**src/rtl/regfile_wb_scheduler_if.sv**
```systemverilog
// Bundle of issue-stage, writeback-requester and register-file write-port signals
// shared between the writeback scheduler and its neighbours.
interface regfile_wb_scheduler_if #(
   parameter int NUM_REQ = 3,
   parameter int XLEN    = 64
);
   logic                    flush;
   logic                    issue_valid;
   logic [4:0]              issue_rd;
   logic                    issue_ready;
   logic [4:0]              rs1_addr;
   logic [4:0]              rs2_addr;
   logic                    rs1_busy;
   logic                    rs2_busy;
   logic [NUM_REQ-1:0]      wb_valid;
   logic [NUM_REQ*5-1:0]    wb_rd;
   logic [NUM_REQ*XLEN-1:0] wb_data;
   logic [NUM_REQ-1:0]      wb_ready;
   logic                    rf_wen;
   logic [4:0]              rf_addr;
   logic [XLEN-1:0]         rf_data;

   modport master (
      output flush, issue_valid, issue_rd, rs1_addr, rs2_addr,
      output wb_valid, wb_rd, wb_data,
      input  issue_ready, rs1_busy, rs2_busy, wb_ready,
      input  rf_wen, rf_addr, rf_data
   );

   modport slave (
      input  flush, issue_valid, issue_rd, rs1_addr, rs2_addr,
      input  wb_valid, wb_rd, wb_data,
      output issue_ready, rs1_busy, rs2_busy, wb_ready,
      output rf_wen, rf_addr, rf_data
   );
endinterface

```
**src/rtl/regfile_wb_scheduler.sv**
```systemverilog
// Round-robin arbiter for the single register-file write port, plus the
// per-register busy scoreboard that reports RAW/WAW hazards to issue.
module regfile_wb_scheduler #(
   parameter int NUM_REQ = 3,
   parameter int XLEN    = 64
) (
   input  logic                  clk,
   input  logic                  rst_n,
   regfile_wb_scheduler_if.slave bus
);

   localparam int PTR_W = (NUM_REQ > 1) ? $clog2(NUM_REQ) : 1;
   localparam logic [PTR_W:0] NUM_REQ_W = (PTR_W+1)'(NUM_REQ);

   logic [PTR_W-1:0]   rr_ptr_r;
   logic [PTR_W-1:0]   rr_ptr_n_s;
   logic [PTR_W:0]     pick_s;
   logic [PTR_W-1:0]   winner_s;
   logic               hs_s;
   logic [NUM_REQ-1:0] grant_s;
   logic [4:0]         win_rd_s;
   logic [XLEN-1:0]    win_data_s;
   logic [31:0]        busy_r;
   logic [31:0]        busy_n_s;
   logic               rf_wen_r;
   logic [4:0]         rf_addr_r;
   logic [XLEN-1:0]    rf_data_r;
   logic               clr_hit_s;
   logic               issue_ready_s;
   logic               issue_fire_s;

   // Returns {found, index} of the first set request at or after ptr, wrapping.
   // Walking the offsets backwards lets the nearest request overwrite farther ones.
   function automatic logic [PTR_W:0] rr_pick(input logic [NUM_REQ-1:0] req,
                                               input logic [PTR_W-1:0]   ptr);
      logic [PTR_W:0]   pick;
      logic [PTR_W:0]   sum;
      logic [PTR_W-1:0] idx;
      pick = '0;
      for (int k = NUM_REQ - 1; k >= 0; k--) begin
         sum = {1'b0, ptr} + (PTR_W+1)'(k);
         sum = (sum >= NUM_REQ_W) ? (sum - NUM_REQ_W) : sum;
         idx = sum[PTR_W-1:0];
         if (req[idx]) begin
            pick = {1'b1, idx};
         end else begin
            pick = pick;
         end
      end
      return pick;
   endfunction

   // Arbitration: pick winner, build one-hot grant, select its rd/data.
   always_comb begin
      grant_s    = '0;
      pick_s     = rr_pick(bus.wb_valid, rr_ptr_r);
      winner_s   = pick_s[PTR_W-1:0];
      hs_s       = pick_s[PTR_W] & rst_n;
      win_rd_s   = bus.wb_rd[5*winner_s +: 5];
      win_data_s = bus.wb_data[XLEN*winner_s +: XLEN];
      if (hs_s) begin
         grant_s[winner_s] = 1'b1;
      end else begin
         grant_s = '0;
      end
   end

   // Next round-robin pointer: one past the winner on handshake, else hold.
   always_comb begin
      rr_ptr_n_s = rr_ptr_r;
      if (hs_s) begin
         if (({1'b0, winner_s} + (PTR_W+1)'(1)) == NUM_REQ_W) begin
            rr_ptr_n_s = '0;
         end else begin
            rr_ptr_n_s = winner_s + PTR_W'(1);
         end
      end else begin
         rr_ptr_n_s = rr_ptr_r;
      end
   end

   // Round-robin pointer register.
   always_ff @(posedge clk or negedge rst_n) begin
      if (!rst_n) begin
         rr_ptr_r <= '0;
      end else begin
         rr_ptr_r <= rr_ptr_n_s;
      end
   end

   // Write pipeline: winner appears on the rf_* port one cycle after handshake.
   // A winner targeting x0 consumes the slot but produces no write.
   always_ff @(posedge clk or negedge rst_n) begin
      if (!rst_n) begin
         rf_wen_r  <= 1'b0;
         rf_addr_r <= 5'd0;
         rf_data_r <= '0;
      end else if (hs_s && (win_rd_s != 5'd0)) begin
         rf_wen_r  <= 1'b1;
         rf_addr_r <= win_rd_s;
         rf_data_r <= win_data_s;
      end else begin
         rf_wen_r  <= 1'b0;
      end
   end

   // Issue acceptance: WAW stalls unless the pending write commits this edge.
   always_comb begin
      clr_hit_s     = rf_wen_r && (rf_addr_r == bus.issue_rd);
      issue_ready_s = !bus.flush &&
                      ((bus.issue_rd == 5'd0) || !busy_r[bus.issue_rd] || clr_hit_s);
      issue_fire_s  = bus.issue_valid && issue_ready_s && (bus.issue_rd != 5'd0);
   end

   // Scoreboard next state: clear on commit, then set on issue so set wins.
   always_comb begin
      busy_n_s = busy_r;
      if (rf_wen_r) begin
         busy_n_s[rf_addr_r] = 1'b0;
      end else begin
         busy_n_s = busy_n_s;
      end
      if (issue_fire_s) begin
         busy_n_s[bus.issue_rd] = 1'b1;
      end else begin
         busy_n_s = busy_n_s;
      end
      if (bus.flush) begin
         busy_n_s = '0;
      end else begin
         busy_n_s = busy_n_s;
      end
      busy_n_s[0] = 1'b0;
   end

   // Scoreboard register.
   always_ff @(posedge clk or negedge rst_n) begin
      if (!rst_n) begin
         busy_r <= 32'd0;
      end else begin
         busy_r <= busy_n_s;
      end
   end

   // Grant is forced low while reset is asserted so requesters see no handshake.
   always_comb begin
      if (rst_n) begin
         bus.wb_ready = grant_s;
      end else begin
         bus.wb_ready = '0;
      end
   end

   assign bus.issue_ready = issue_ready_s;
   assign bus.rs1_busy    = (bus.rs1_addr != 5'd0) && busy_r[bus.rs1_addr];
   assign bus.rs2_busy    = (bus.rs2_addr != 5'd0) && busy_r[bus.rs2_addr];
   assign bus.rf_wen      = rf_wen_r;
   assign bus.rf_addr     = rf_addr_r;
   assign bus.rf_data     = rf_data_r;

endmodule

```
**src/flat_wrapper.sv**
```systemverilog
// flat-port wrapper written by rule: the top's interface ports become plain ports
module regfile_wb_scheduler_flat 
#(
   parameter int NUM_REQ = 3,
   parameter int XLEN    = 64
)
  (clk, rst_n, bus_flush, bus_issue_valid, bus_issue_rd, bus_rs1_addr, bus_rs2_addr, bus_wb_valid, bus_wb_rd, bus_wb_data, bus_issue_ready, bus_rs1_busy, bus_rs2_busy, bus_wb_ready, bus_rf_wen, bus_rf_addr, bus_rf_data);
  regfile_wb_scheduler_if #(.NUM_REQ(NUM_REQ), .XLEN(XLEN)) bus_i ();
  input  logic clk;
  input  logic rst_n;
  input wire logic [$bits(bus_i.flush)-1:0] bus_flush;
  input wire logic [$bits(bus_i.issue_valid)-1:0] bus_issue_valid;
  input wire logic [$bits(bus_i.issue_rd)-1:0] bus_issue_rd;
  input wire logic [$bits(bus_i.rs1_addr)-1:0] bus_rs1_addr;
  input wire logic [$bits(bus_i.rs2_addr)-1:0] bus_rs2_addr;
  input wire logic [$bits(bus_i.wb_valid)-1:0] bus_wb_valid;
  input wire logic [$bits(bus_i.wb_rd)-1:0] bus_wb_rd;
  input wire logic [$bits(bus_i.wb_data)-1:0] bus_wb_data;
  output wire logic [$bits(bus_i.issue_ready)-1:0] bus_issue_ready;
  output wire logic [$bits(bus_i.rs1_busy)-1:0] bus_rs1_busy;
  output wire logic [$bits(bus_i.rs2_busy)-1:0] bus_rs2_busy;
  output wire logic [$bits(bus_i.wb_ready)-1:0] bus_wb_ready;
  output wire logic [$bits(bus_i.rf_wen)-1:0] bus_rf_wen;
  output wire logic [$bits(bus_i.rf_addr)-1:0] bus_rf_addr;
  output wire logic [$bits(bus_i.rf_data)-1:0] bus_rf_data;
  assign bus_i.flush = bus_flush;
  assign bus_i.issue_valid = bus_issue_valid;
  assign bus_i.issue_rd = bus_issue_rd;
  assign bus_i.rs1_addr = bus_rs1_addr;
  assign bus_i.rs2_addr = bus_rs2_addr;
  assign bus_i.wb_valid = bus_wb_valid;
  assign bus_i.wb_rd = bus_wb_rd;
  assign bus_i.wb_data = bus_wb_data;
  assign bus_issue_ready = bus_i.issue_ready;
  assign bus_rs1_busy = bus_i.rs1_busy;
  assign bus_rs2_busy = bus_i.rs2_busy;
  assign bus_wb_ready = bus_i.wb_ready;
  assign bus_rf_wen = bus_i.rf_wen;
  assign bus_rf_addr = bus_i.rf_addr;
  assign bus_rf_data = bus_i.rf_data;
  regfile_wb_scheduler #(.NUM_REQ(NUM_REQ), .XLEN(XLEN)) u_core (.clk(clk), .rst_n(rst_n), .bus(bus_i));
endmodule
```
**config.mk**
```make
export PLATFORM = sky130hd
export DESIGN_NAME = regfile_wb_scheduler_flat
export DESIGN_NICKNAME = d
export VERILOG_FILES = /design/src/rtl/regfile_wb_scheduler_if.sv /design/src/rtl/regfile_wb_scheduler.sv /design/src/flat_wrapper.sv
export SDC_FILE = /design/constraint.sdc
export NUM_CORES = 1
export LEC_CHECK = 0
export BUFFER_PORTS_ARGS = -buffer_cell sky130_fd_sc_hd__buf_2
export CORE_AREA = 5 5 159 100
export CTS_CLUSTER_DIAMETER = 200
export DETAILED_ROUTE_END_ITERATION = 16
export DIE_AREA = 0 0 164 105
export GPL_TIMING_DRIVEN = 0
export PLACE_DENSITY_LB_ADDON = 0.25
export SKIP_LAST_GASP = 1
export SYNTH_ARGS = -nofsm -noshare
export SYNTH_HDL_FRONTEND = slang
export SYNTH_SLANG_ARGS = --single-unit
```
**constraint.sdc**
```tcl
create_clock -name clk -period 5.7 [get_ports clk]
set_input_delay 1.14 -clock clk [delete_from_list [all_inputs] [get_ports clk]]
set_output_delay 1.14 -clock clk [all_outputs]
set_load 0.005 [all_outputs]
```
==> reports/summary.md <==
Input and output buffers added on the ports amount to 297. The detailed router finished its first iteration with 618 violations. Measured along the y axis, the die boundary spans 105 µm. VDD sags by at most 293 µV. Combinational cells account for 59.5% of the total power. The clock reaches the later pin of the worst-skew pair after 0.34 ns. The shortest clock period the worst path allows after layout is 4.74 ns, and the synthesized area divided by synthesized cell count is 8.80 µm².

The number of distinct library cells after synthesis was 46. Total wire length: 24600 µm. Switching power as a share of total power: 44.5%. The flow ran to the end, and the final reports show no timing, DRC or antenna violations. In this run the most critical hold path is launched from u_core.bus.rf_data[59]. For the final routed database, the setup TNS stands at 0 ns. For this run, the post-layout net count is 1304.

The H-tree generated during clock tree synthesis spans 3 levels. After synthesis, flip-flops and latches occupy 38.4% of the total area. Summing over every cut layer, the via total after detailed routing is 7168. The wire length of the first global-routing pass is 37600 µm. Setup repair after global routing left no endpoint under its margin. The number of clock buffers added by TritonCTS is 9.

The tools report the reg-to-reg critical path startpoint as u_core.rr_ptr_r[0]. The post-synth net total was 995. Across the whole layout, storage elements account for 2580 µm². The first detailed-routing pass ran for 6 iterations.

The maximum buffer depth of the clock tree was 2. After global routing the overflow that remains totals 0. The number of flip-flops and latches in the synthesized netlist is 103, and the worst hold slack after final layout is 0.486 ns.

The clock sink count is 103, and the routability congestion estimate is 0.971. The root buffer cell chosen for the clock tree is sky130_fd_sc_hd__clkbuf_16. In this run, post-CTS hold repair placed 0 buffers.

The critical path is of the input port to primary output type. For this run, asynchronously set or reset flops after synthesis account for 100%. Synthesized netlist cell count: 763. The sort of element at the end of the critical path was a primary output. The warning count from the yosys run is 0, and the leakage power is 4.08 nW. Arrival time at the worst endpoint: 3.60 ns.

The clock network accounts for 13.3% of the total power. The tools report the quantity of gates resized following cts as 0. The pin count of the biggest net entering global routing is 54, and the initial standard-cell utilization of the core is 47.2%. Registers are responsible for 27.2% of the overall power. The launch point of the critical path is bus_wb_valid[1]. Detailed placement ended at an HPWL of 19700 µm.

Between clock sinks in the finished design, the worst skew comes to 0.0123 ns. Hold violation total from the final report: 0. The row count came out at 34. After clock tree synthesis, the clock-pin slew on the worst setup and hold paths is 0.07 ns. The buffer count from post-CTS setup fixing came out at 0.

The via count of the first global-routing pass is 6929. The final clock period utilization by the worst path was 83.2%; the data required time of the worst path was 4.56 ns. The number of endpoints failing setup at the final stage is 0. 305 I/O pins were placed. Internal power comes to 0.00244 W. The worst setup path is launched from an input port.

For the number of fill cells, the log shows 1317. The post-detailed-route via-to-cell ratio was 5.61. Floorplan die width: 164 µm. For this run, the leading register cell type out of synthesis is sky130_fd_sc_hd__dfrtp_1. In this run the power spent charging and discharging nets is 0.00195 W. In the final routed layout, each cell accounts on average for 19.2 µm.

The initial antenna violation count was 5; the areal power density over the cells was 501 nW/µm². The all-layer global routing usage was 27.8%. In this run the cell area of the synthesized design comes to 6710 µm².

Along the worst path, the maximum fanout reaches 10. The max capacitance violation total is 0, and the ratio of cells with drive above 1 in the final layout is 38.3%. The die area came out at 17200 µm². The max-slew violation count was 0; the growth of design area from synthesis to finish was 30.5%.

The tools report the area of the placeable core as 14200 µm². TritonCTS built the clock tree. The worst min-delay path category is flop to flop. The tools report the area of combinational cells with multiple inputs as 3870 µm².

Counting flops with a built-in enable in the synthesized netlist gives 0. The remaining antenna violation count came out at 0. For the pin with the worst max-slew slack, the measured transition is 0.741 ns.

The run gives 0.211 GHz as the maximum clock rate. The logs give 0 for the number of remaining DRC errors and 50.6% for the max-slew headroom at the worst pin.
==> path summary, 6_finish.rpt <==
kind	slack (ns)	end	depth (start not counted)
max	0.96	bus_wb_ready[1]	10
min	0.49	u_core.bus.rf_data[59]	1
max reg2reg	2.00	u_core.bus.rf_data[61]	11
min reg2reg	0.49	u_core.bus.rf_data[59]	1
max in group asynchronous	4.15	u_core.bus.rf_data[17]	2
min in group asynchronous	0.85	u_core.bus.rf_data[46]	1
==> metal layers <==
metal,routed length [µm],up-vias,GRT usage (%)
met1,10300,3433,39.0
met5,49,-,0
met2,11300,388,42.7
li1,-,3321,-
met4,268,4,5.92
met3,2640,22,8.73
==> Yosys cell counts (all sizes together), types with 2 or more instances <==
| cell | instances | area [µm²] |
|---|---|---|
| nand2 | 179 | 672 |
| dfrtp | 103 | 2580 |
| nor2 | 83 | 312 |
| mux2 | 67 | 754 |
| a31oi | 64 | 400 |
| o21ai | 60 | 300 |
| clkbuf | 44 | 165 |
| mux4 | 25 | 563 |
| nand3b | 22 | 165 |
| nor2b | 19 | 119 |
| buf | 12 | 67.6 |
| nand3 | 11 | 55.1 |
| inv | 9 | 33.8 |
| a21oi | 7 | 35.0 |
| a311o | 5 | 50.1 |
| nand2b | 5 | 31.3 |
| nor3 | 5 | 25.0 |
| nor3b | 5 | 37.5 |
| mux2i | 4 | 40.0 |
| nor4 | 4 | 25.0 |
| xor2 | 4 | 35.0 |
| and3 | 3 | 18.8 |
| ha | 3 | 37.5 |
| a211oi | 2 | 20.0 |
| and2 | 2 | 12.5 |
| o211a | 2 | 20.0 |
| o31ai | 2 | 28.8 |
==> stage by stage <==
step	worst slack (ns)	util (%)	cell area, µm²	instances	power [W]
3_5_place_dp	0.980	59.7	8480	1259	0.00380
3_3_place_gp	0.0599	59.4	8450	1258	0.00375
2_1_floorplan	1.47	-	6710	763	0.00285
6_report	0.959	61.7	8760	1278	0.00439
5_1_grt	0.814	61.7	8760	1278	0.00473
4_1_cts	0.953	61.6	8750	1275	0.00439
==> cell families after synthesis <==
logic type | count (synthesis) | share of synthesized area [%]
AND/OR/NAND/NOR | 344 | 22.7
AO/OA/AOI/OAI | 147 | 13.5
flip-flops | 103 | 38.4
multiplexers | 96 | 20.2
buffers and inverters | 65 | 3.97
XOR/XNOR | 5 | 0.652
adder cells (fa/ha/maj) | 3 | 0.559
==> power by group through the flow <==
stage	Clock, W	Combinational [W]	Sequential (W)
after floorplan	0	0.00165	0.00120
after global placement	0	0.00256	0.00119
after detailed placement	0	0.00260	0.00119
after CTS	0.000595	0.00261	0.00119
after global routing	0.000624	0.00288	0.00123
final	0.000584	0.00261	0.00119
==> final cells by class <==
class / instances / share of cell area, %
inverters: 9 / 0.386
flip-flops and latches: 103 / 29.4
multi-input cells: 595 / 44.1
repair buffers: 298 / 17.3
clock inverters: 4 / 0.357
clock buffers: 12 / 2.81
well taps: 198 / 2.83
plain buffers: 56 / 2.66
diodes: 3 / 0.0857
==> flip-flops by register name, summed over array words and instances, names as in the netlist <==
register	flops
u_core.bus.rf_wen	1
u_core.busy_r	31
u_core.bus.rf_data	64
u_core.bus.rf_addr	5
u_core.rr_ptr_r	2
==> layout by cell type, fill, tap and decap left out, types with 11 or more instances in the layout <==
| master | Yosys | routed |
|---|---|---|
| sky130_fd_sc_hd__a31oi_1 | 64 | 64 |
| sky130_fd_sc_hd__buf_2 | 9 | 305 |
| sky130_fd_sc_hd__clkbuf_1 | 44 | 46 |
| sky130_fd_sc_hd__dfrtp_1 | 103 | 103 |
| sky130_fd_sc_hd__mux2_2 | 62 | 62 |
| sky130_fd_sc_hd__mux4_2 | 25 | 25 |
| sky130_fd_sc_hd__nand2_1 | 179 | 179 |
| sky130_fd_sc_hd__nand3_1 | 11 | 11 |
| sky130_fd_sc_hd__nand3b_1 | 22 | 22 |
| sky130_fd_sc_hd__nor2_1 | 83 | 83 |
| sky130_fd_sc_hd__nor2b_1 | 19 | 19 |
| sky130_fd_sc_hd__o21ai_0 | 59 | 59 |
==> worst max-delay path, stage by stage <==
cell	delay (ns)
sky130_fd_sc_hd__buf_2	0.14
sky130_fd_sc_hd__a22o_1	0.23
sky130_fd_sc_hd__a221oi_2	0.30
sky130_fd_sc_hd__o211a_1	0.21
sky130_fd_sc_hd__or4b_1	0.18
sky130_fd_sc_hd__buf_2	0.30
sky130_fd_sc_hd__buf_2	0.30
sky130_fd_sc_hd__clkbuf_1	0.39
sky130_fd_sc_hd__nor3b_1	0.25
sky130_fd_sc_hd__buf_2	0.16
No activity file was read; power rests on OpenSTA's default activity.
